===== config.mk =====
export PLATFORM = sky130hd
export DESIGN_NAME = execute_stage
export DESIGN_NICKNAME = d
export VERILOG_FILES = /design/src/rtl/execute_stage.sv
export SDC_FILE = /design/constraint.sdc
export NUM_CORES = 1
export LEC_CHECK = 0
export CORE_ASPECT_RATIO = 1.1
export CORE_MARGIN = 4
export CORE_UTILIZATION = 45
export DETAILED_ROUTE_END_ITERATION = 8
export PLACE_DENSITY = 0.76
export SETUP_SLACK_MARGIN = 0.02
export SYNTH_ARGS = -nofsm -noshare
export SYNTH_HDL_FRONTEND = slang
export SYNTH_SLANG_ARGS = --single-unit

===== constraint.sdc =====
create_clock -name clk -period 4.6 [get_ports clk]
set_input_delay 1.38 -clock clk [delete_from_list [all_inputs] [get_ports clk]]
set_output_delay 1.38 -clock clk [all_outputs]
set_load 0.05 [all_outputs]

===== src/rtl/execute_stage.sv =====
// Execute stage of the 8-bit pipeline: ALU, address/store data, write-back control,
// jump resolution, and an optional iterative shift-add multiplier that stalls decode.
module execute_stage #(
    parameter int WIDTH      = 8,
    parameter int ENABLE_MUL = 1
) (
    input  logic             clk,
    input  logic             rst,
    input  logic             valid_in,
    input  logic [7:0]       instr_in,
    input  logic [WIDTH-1:0] read_data_1_in,
    input  logic [WIDTH-1:0] read_data_2_in,
    input  logic             MemtoReg_in,
    input  logic             MemRead_in,
    input  logic             MemWrite_in,
    input  logic             PCSrc_in,
    output logic             stall_out,
    output logic             valid_out,
    output logic [WIDTH-1:0] alu_result_out,
    output logic [WIDTH-1:0] store_data_out,
    output logic [1:0]       write_reg_out,
    output logic             RegWrite_out,
    output logic             MemtoReg_out,
    output logic             MemRead_out,
    output logic             MemWrite_out,
    output logic             branch_taken_out,
    output logic [WIDTH-1:0] branch_target_out,
    output logic             zero_out
);

    typedef enum logic {IDLE = 1'b0, MUL = 1'b1} state_t;

    state_t           state_q, state_d;
    logic [WIDTH-1:0] mcand_q, mcand_d, mplier_q, mplier_d, acc_q, acc_d;
    logic [2:0]       cnt_q, cnt_d;
    logic             valid_q, valid_d, regwrite_q, regwrite_d;
    logic             memtoreg_q, memtoreg_d, memread_q, memread_d, memwrite_q, memwrite_d;
    logic             br_taken_q, br_taken_d, zero_q, zero_d;
    logic [WIDTH-1:0] alu_q, alu_d, store_q, store_d, br_target_q, br_target_d;
    logic [1:0]       wreg_q, wreg_d;

    logic [1:0]       opcode, subop, funct;
    logic [WIDTH-1:0] imm, acc_next;
    logic             is_mul;

    // PCSrc is implied by the JMP opcode; the decode copy is accepted but not needed.
    logic unused_pcsrc;
    assign unused_pcsrc = PCSrc_in;

    assign opcode   = instr_in[7:6];
    assign subop    = instr_in[5:4];
    assign funct    = instr_in[1:0];
    assign imm      = {{(WIDTH-2){1'b0}}, instr_in[1:0]};
    assign is_mul   = (ENABLE_MUL != 0) && (opcode == 2'b00) && (funct == 2'b11);
    assign acc_next = acc_q + (mplier_q[0] ? mcand_q : '0);

    function automatic logic [WIDTH-1:0] alu_op(input logic [1:0] op, input logic [1:0] sub,
                                                input logic [1:0] fn, input logic [WIDTH-1:0] a,
                                                input logic [WIDTH-1:0] b, input logic [WIDTH-1:0] im);
        logic [WIDTH-1:0] r;
        r = '0;
        if (op == 2'b00) begin
            case (fn)
                2'b00:   r = a + b;
                2'b01:   r = a - b;
                2'b10:   r = a & b;
                default: r = a | b;
            endcase
        end else if (op == 2'b01) begin
            case (sub)
                2'b00, 2'b01: r = b + im;
                default:      r = im;
            endcase
        end
        return r;
    endfunction

    always_comb begin
        state_d     = state_q;
        mcand_d     = mcand_q;
        mplier_d    = mplier_q;
        acc_d       = acc_q;
        cnt_d       = cnt_q;
        valid_d     = 1'b0;
        regwrite_d  = 1'b0;
        memtoreg_d  = 1'b0;
        memread_d   = 1'b0;
        memwrite_d  = 1'b0;
        br_taken_d  = 1'b0;
        alu_d       = alu_q;
        zero_d      = zero_q;
        store_d     = store_q;
        br_target_d = br_target_q;
        wreg_d      = wreg_q;
        case (state_q)
            IDLE: begin
                if (valid_in) begin
                    if (is_mul) begin
                        state_d  = MUL;
                        mcand_d  = read_data_1_in;
                        mplier_d = read_data_2_in;
                        acc_d    = '0;
                        cnt_d    = '0;
                    end else begin
                        valid_d    = 1'b1;
                        wreg_d     = instr_in[3:2];
                        memtoreg_d = MemtoReg_in;
                        memread_d  = MemRead_in;
                        memwrite_d = MemWrite_in;
                        store_d    = read_data_2_in;
                        alu_d      = alu_op(opcode, subop, funct, read_data_1_in, read_data_2_in, imm);
                        zero_d     = (alu_d == '0);
                        regwrite_d = (opcode == 2'b00) || (opcode == 2'b01 && subop != 2'b10);
                        if (opcode == 2'b10) begin
                            br_taken_d  = 1'b1;
                            br_target_d = {2'b00, instr_in[5:0]};
                        end
                    end
                end
            end
            default: begin
                // One shift-add step per edge; the eighth step also retires the result.
                acc_d    = acc_next;
                mcand_d  = mcand_q << 1;
                mplier_d = mplier_q >> 1;
                cnt_d    = cnt_q + 3'd1;
                if (cnt_q == 3'd7) begin
                    state_d    = IDLE;
                    alu_d      = acc_next;
                    zero_d     = (acc_next == '0);
                    valid_d    = 1'b1;
                    regwrite_d = 1'b1;
                    wreg_d     = instr_in[3:2];
                    memtoreg_d = MemtoReg_in;
                    memread_d  = MemRead_in;
                    memwrite_d = MemWrite_in;
                end
            end
        endcase
    end

    always_ff @(posedge clk or posedge rst) begin
        if (rst) begin
            state_q     <= IDLE;
            mcand_q     <= '0;
            mplier_q    <= '0;
            acc_q       <= '0;
            cnt_q       <= '0;
            valid_q     <= 1'b0;
            regwrite_q  <= 1'b0;
            memtoreg_q  <= 1'b0;
            memread_q   <= 1'b0;
            memwrite_q  <= 1'b0;
            br_taken_q  <= 1'b0;
            alu_q       <= '0;
            zero_q      <= 1'b0;
            store_q     <= '0;
            br_target_q <= '0;
            wreg_q      <= '0;
        end else begin
            state_q     <= state_d;
            mcand_q     <= mcand_d;
            mplier_q    <= mplier_d;
            acc_q       <= acc_d;
            cnt_q       <= cnt_d;
            valid_q     <= valid_d;
            regwrite_q  <= regwrite_d;
            memtoreg_q  <= memtoreg_d;
            memread_q   <= memread_d;
            memwrite_q  <= memwrite_d;
            br_taken_q  <= br_taken_d;
            alu_q       <= alu_d;
            zero_q      <= zero_d;
            store_q     <= store_d;
            br_target_q <= br_target_d;
            wreg_q      <= wreg_d;
        end
    end

    assign stall_out         = (ENABLE_MUL != 0) && (state_q == MUL);
    assign valid_out         = valid_q;
    assign alu_result_out    = alu_q;
    assign store_data_out    = store_q;
    assign write_reg_out     = wreg_q;
    assign RegWrite_out      = regwrite_q;
    assign MemtoReg_out      = memtoreg_q;
    assign MemRead_out       = memread_q;
    assign MemWrite_out      = memwrite_q;
    assign branch_taken_out  = br_taken_q;
    assign branch_target_out = br_target_q;
    assign zero_out          = zero_q;

endmodule

==> out/summary.log <==
qor: cts.count_of_buffers_added_by_post_cts_timing_repair_for_setup 0
qor: cts.tritoncts done
qor: power.power.switching_fraction 0.451
qor: final_layout.mostFrequentLayoutCell sky130_fd_sc_hd__clkdlybuf4s50_1
qor: floorplan.std_cell_rows 34
qor: global_routing.grt_pass1_wl 15.2 mm
qor: final_layout.final_net_count 524
qor: worst_setup_path.worst-r2r-cell-count 9
qor: final_layout.area.growth.synth_to_final 24.1%
qor: logic_synthesis.synth_cells 409
qor: timing.final-max-slew-violation-count 0
qor: drt.via_count 3142
qor: final_layout.n_fill_cell 678
qor: cts.clock_sinks 59
qor: logic_synthesis.yosysTopAreaCell sky130_fd_sc_hd__dfrtp_1
qor: worst_setup_path.critPathMaxStageDelay 0.49 ns
qor: cts.cts.repair.resized 0
qor: timing.final_hold_viol_count 0
qor: power.p_clk_frac 0.171
qor: cts.post_cts_hold_buffer_count 0
qor: final_layout.finished_cell_area 4680 sq um
qor: drt.postRouteAntennaNets 0
qor: floorplan.die_w 95.3 microns
qor: logic_synthesis.synth_top_cell_area_share 0.392
qor: floorplan.die_area 9900 sq um
qor: power.power_switching 1.24 mW
qor: floorplan.initial_core_util 0.469
qor: drt.post_drt_wl_per_cell 15.7 microns
qor: global_routing.grt_start_max_net_pins 63
qor: power.power_frac_comb 0.524
qor: timing.grt_setup_unrepaired false
qor: final_layout.multi_input_gate_area_in_the_final_layout 2110 sq um
qor: logic_synthesis.ys_ff_latch 59
qor: worst_setup_path.worstSetupPathType input pin to register
qor: worst_setup_path.timing.critical_path.cells clkdlybuf4s50_1 > inv_1 > ha_1 > mux2_2 > fa_1 > nor2b_1 > o21ai_1 > a21boi_2 > mux2i_1 > nor4_1 > nand4b_1 > o31ai_1
qor: power.power.density_cell_area 588 nW/um^2
qor: final_layout.layout.cells.most_common_list sky130_fd_sc_hd__clkdlybuf4s50_1 (61), sky130_fd_sc_hd__dfrtp_1 (58), sky130_fd_sc_hd__nand2_1 (58), sky130_fd_sc_hd__o21ai_0 (29), sky130_fd_sc_hd__nor2_1 (29)
qor: cts.ctsHtreeMaxLevel 3
qor: timing.max_clock_freq 247 MHz
qor: cts.clk-insertion-delay-late 0.35 ns
qor: timing.setup_violations 0
qor: logic_synthesis.synth.yosys.warnings 0
qor: floorplan.design.core.area 8040 sq um
qor: logic_synthesis.synth-seq-area-share 0.392
qor: power.fin_total_pwr 2.75 mW
qor: timing.hold_ws 0.469 ns
qor: cts.cts_root_buffer sky130_fd_sc_hd__clkbuf_8
qor: worst_setup_path.slowest_stage sky130_fd_sc_hd__clkdlybuf4s50_1
qor: flow_run.max_cap_violations 0
qor: power.sequentialPowerShare 0.306
qor: global_routing.initial_antenna_violation_count 0
qor: logic_synthesis.synth_flop_cell sky130_fd_sc_hd__dfrtp_1
qor: timing.worst_clock_skew 0.00483 ns
qor: global_routing.track_usage 0.197
qor: worst_setup_path.type_of_destination_of_the_critical_path register
qor: worst_setup_path.timing.critical_path.arrival 4.31 ns
qor: drt.drc 0
qor: power.worst_supply_voltage_drop_on_vdd 0.282 mV
qor: timing.period_share 0.881
qor: place.place.detailed.hpwl 6.88 mm
qor: hold_path.holdCritPathClass register to register
qor: place.finalWeightedCongestion 0.854
qor: timing.tightest_slew 0.934 ns
qor: worst_setup_path.startpoint_type input pin
qor: global_routing.number_of_global_route_vias_before_repair 3092
qor: logic_synthesis.ys_top_cells_by_area sky130_fd_sc_hd__dfrtp_1 (39%), sky130_fd_sc_hd__ha_1 (7.0%), sky130_fd_sc_hd__nand2_1 (5.8%)
qor: place.numPortBuffers 61
qor: drt.drt_iter0_drc 152
qor: floorplan.dieHeight 104 microns
qor: power.static-leakage-power 2.09 nW
qor: drt.wirelength 9.14 mm
qor: hold_path.min_path_cells 2
qor: cts.numCtsBuffers 9
qor: final_layout.insertedDiodeCount 0
qor: worst_setup_path.crit_path_max_fanout 3
qor: logic_synthesis.postSynth.asyncResetShare 1.00
qor: timing.slew_headroom 0.376
qor: logic_synthesis.synthesis.area 3770 sq um
qor: final_layout.seqCellArea 1480 sq um
qor: logic_synthesis.unique_cell_type_count_in_the_yosys_netlist 52
qor: timing.period_minus_slack 4.05 ns
qor: drt.avgViaCountPerCell 5.40
qor: outcome.run_status finished clean
qor: logic_synthesis.synth.avg_cell_area 9.21 sq um
qor: cts.clkSlewWorstSetupHoldPaths 0.07 ns
qor: drt.drt_pass1_iterations 5
qor: logic_synthesis.synth_enable_flop_cells 0
qor: cts.clk_path_buf_depth 2
qor: global_routing.global_route.overflow_total 0
qor: power.internal_power 1.51 mW
qor: floorplan.boundary_pins 65
qor: final_layout.post_route_cells_drive_above_1_share 0.112
qor: timing.setup_tns 0 ns
qor: place.placed_cell_area 4480 sq um
qor: worst_setup_path.crit_required 4.85 ns
## Yosys cell counts, drive strengths merged (9+ instances only)
cell type,count
dfrtp,59
nand2,58
o21ai,31
nor2,29
a21oi,27
ha,21
mux2i,18
xnor2,18
mux2,17
inv,15
buf,14
clkbuf,11
and2,10
nor3,9
## sequential cells by signal, summed over array words and instances, names as in the netlist
signal and count:
acc_q 8, branch_target_out 6, alu_result_out 8, RegWrite_out 1, zero_out 1, MemWrite_out 1
store_data_out 8, write_reg_out 2, mcand_q 8, stall_out 1, MemtoReg_out 1, MemRead_out 1
mplier_q 8, branch_taken_out 1, valid_out 1, cnt_q 3
## power groups by stage
stage          Sequential [mW]  Clock, mW  Combinational [mW]
2_1_floorplan             1.27          0               0.579
3_3_place_gp             0.839          0                1.41
3_5_place_dp             0.850          0                1.44
4_1_cts                  0.843      0.481                1.45
5_1_grt                  0.869      0.503                1.55
6_report                 0.840      0.470                1.44
## cells by family after synthesis
kind of cell | Yosys count | synth area share
DFF | 59 | 0.392
adders and majority gates | 28 | 0.0963
xor gates and xnor gates | 23 | 0.0535
and+or+nand+nor | 139 | 0.176
muxes | 35 | 0.0986
AOI/OAI and AO/OA | 84 | 0.134
buffers and inverters | 40 | 0.0485
other | 1 | 0.000995
## layout make-up
class                   instances  share of cell area
flip-flops and latches         59               0.316
repair buffers                 73               0.150
clock buffers                  11              0.0302
well taps                     108              0.0289
inverters                      15              0.0120
clock inverters                 5              0.0112
multi-input cells             311               0.452
## path summary, 6_finish.rpt
| check | from | to | slack [ns] |
|---|---|---|---|
| worst max-delay path | read_data_2_in[1] | zero_out | 0.55 |
| worst min-delay path | write_reg_out[0] | write_reg_out[0] | 0.47 |
| worst max register to register | mplier_q[0] | alu_result_out[7] | 2.06 |
| worst min register to register | write_reg_out[0] | write_reg_out[0] | 0.47 |
| max in group asynchronous | rst | mcand_q[6] | 2.25 |
| min in group asynchronous | rst | write_reg_out[0] | 1.56 |
## stage by stage
step,instances,setup WS [ns],utilization
2_1_floorplan,410,0.836,-
3_3_place_gp,566,0.274,0.558
3_5_place_dp,566,0.210,0.558
4_1_cts,582,0.559,0.582
5_1_grt,582,0.344,0.582
6_report,582,0.546,0.582
## critical path, delay by kind of cell
kind	cells	cell delay, ns
fa+ha+maj	2	0.73
simple gates	3	0.74
mux	2	0.38
buf+inv	2	0.59
compound gates	3	0.49
## layer usage
metal	vias to the layer above	global-route usage	part of all wire	wire, microns
met5	-	0	0	0
met4	0	0.0804	0.019	172
met3	19	0.0434	0.053	480
met2	100	0.317	0.49	4470
met1	1497	0.251	0.44	4020
li1	1526	-	-	-
No activity file was read; power rests on OpenSTA's default activity.
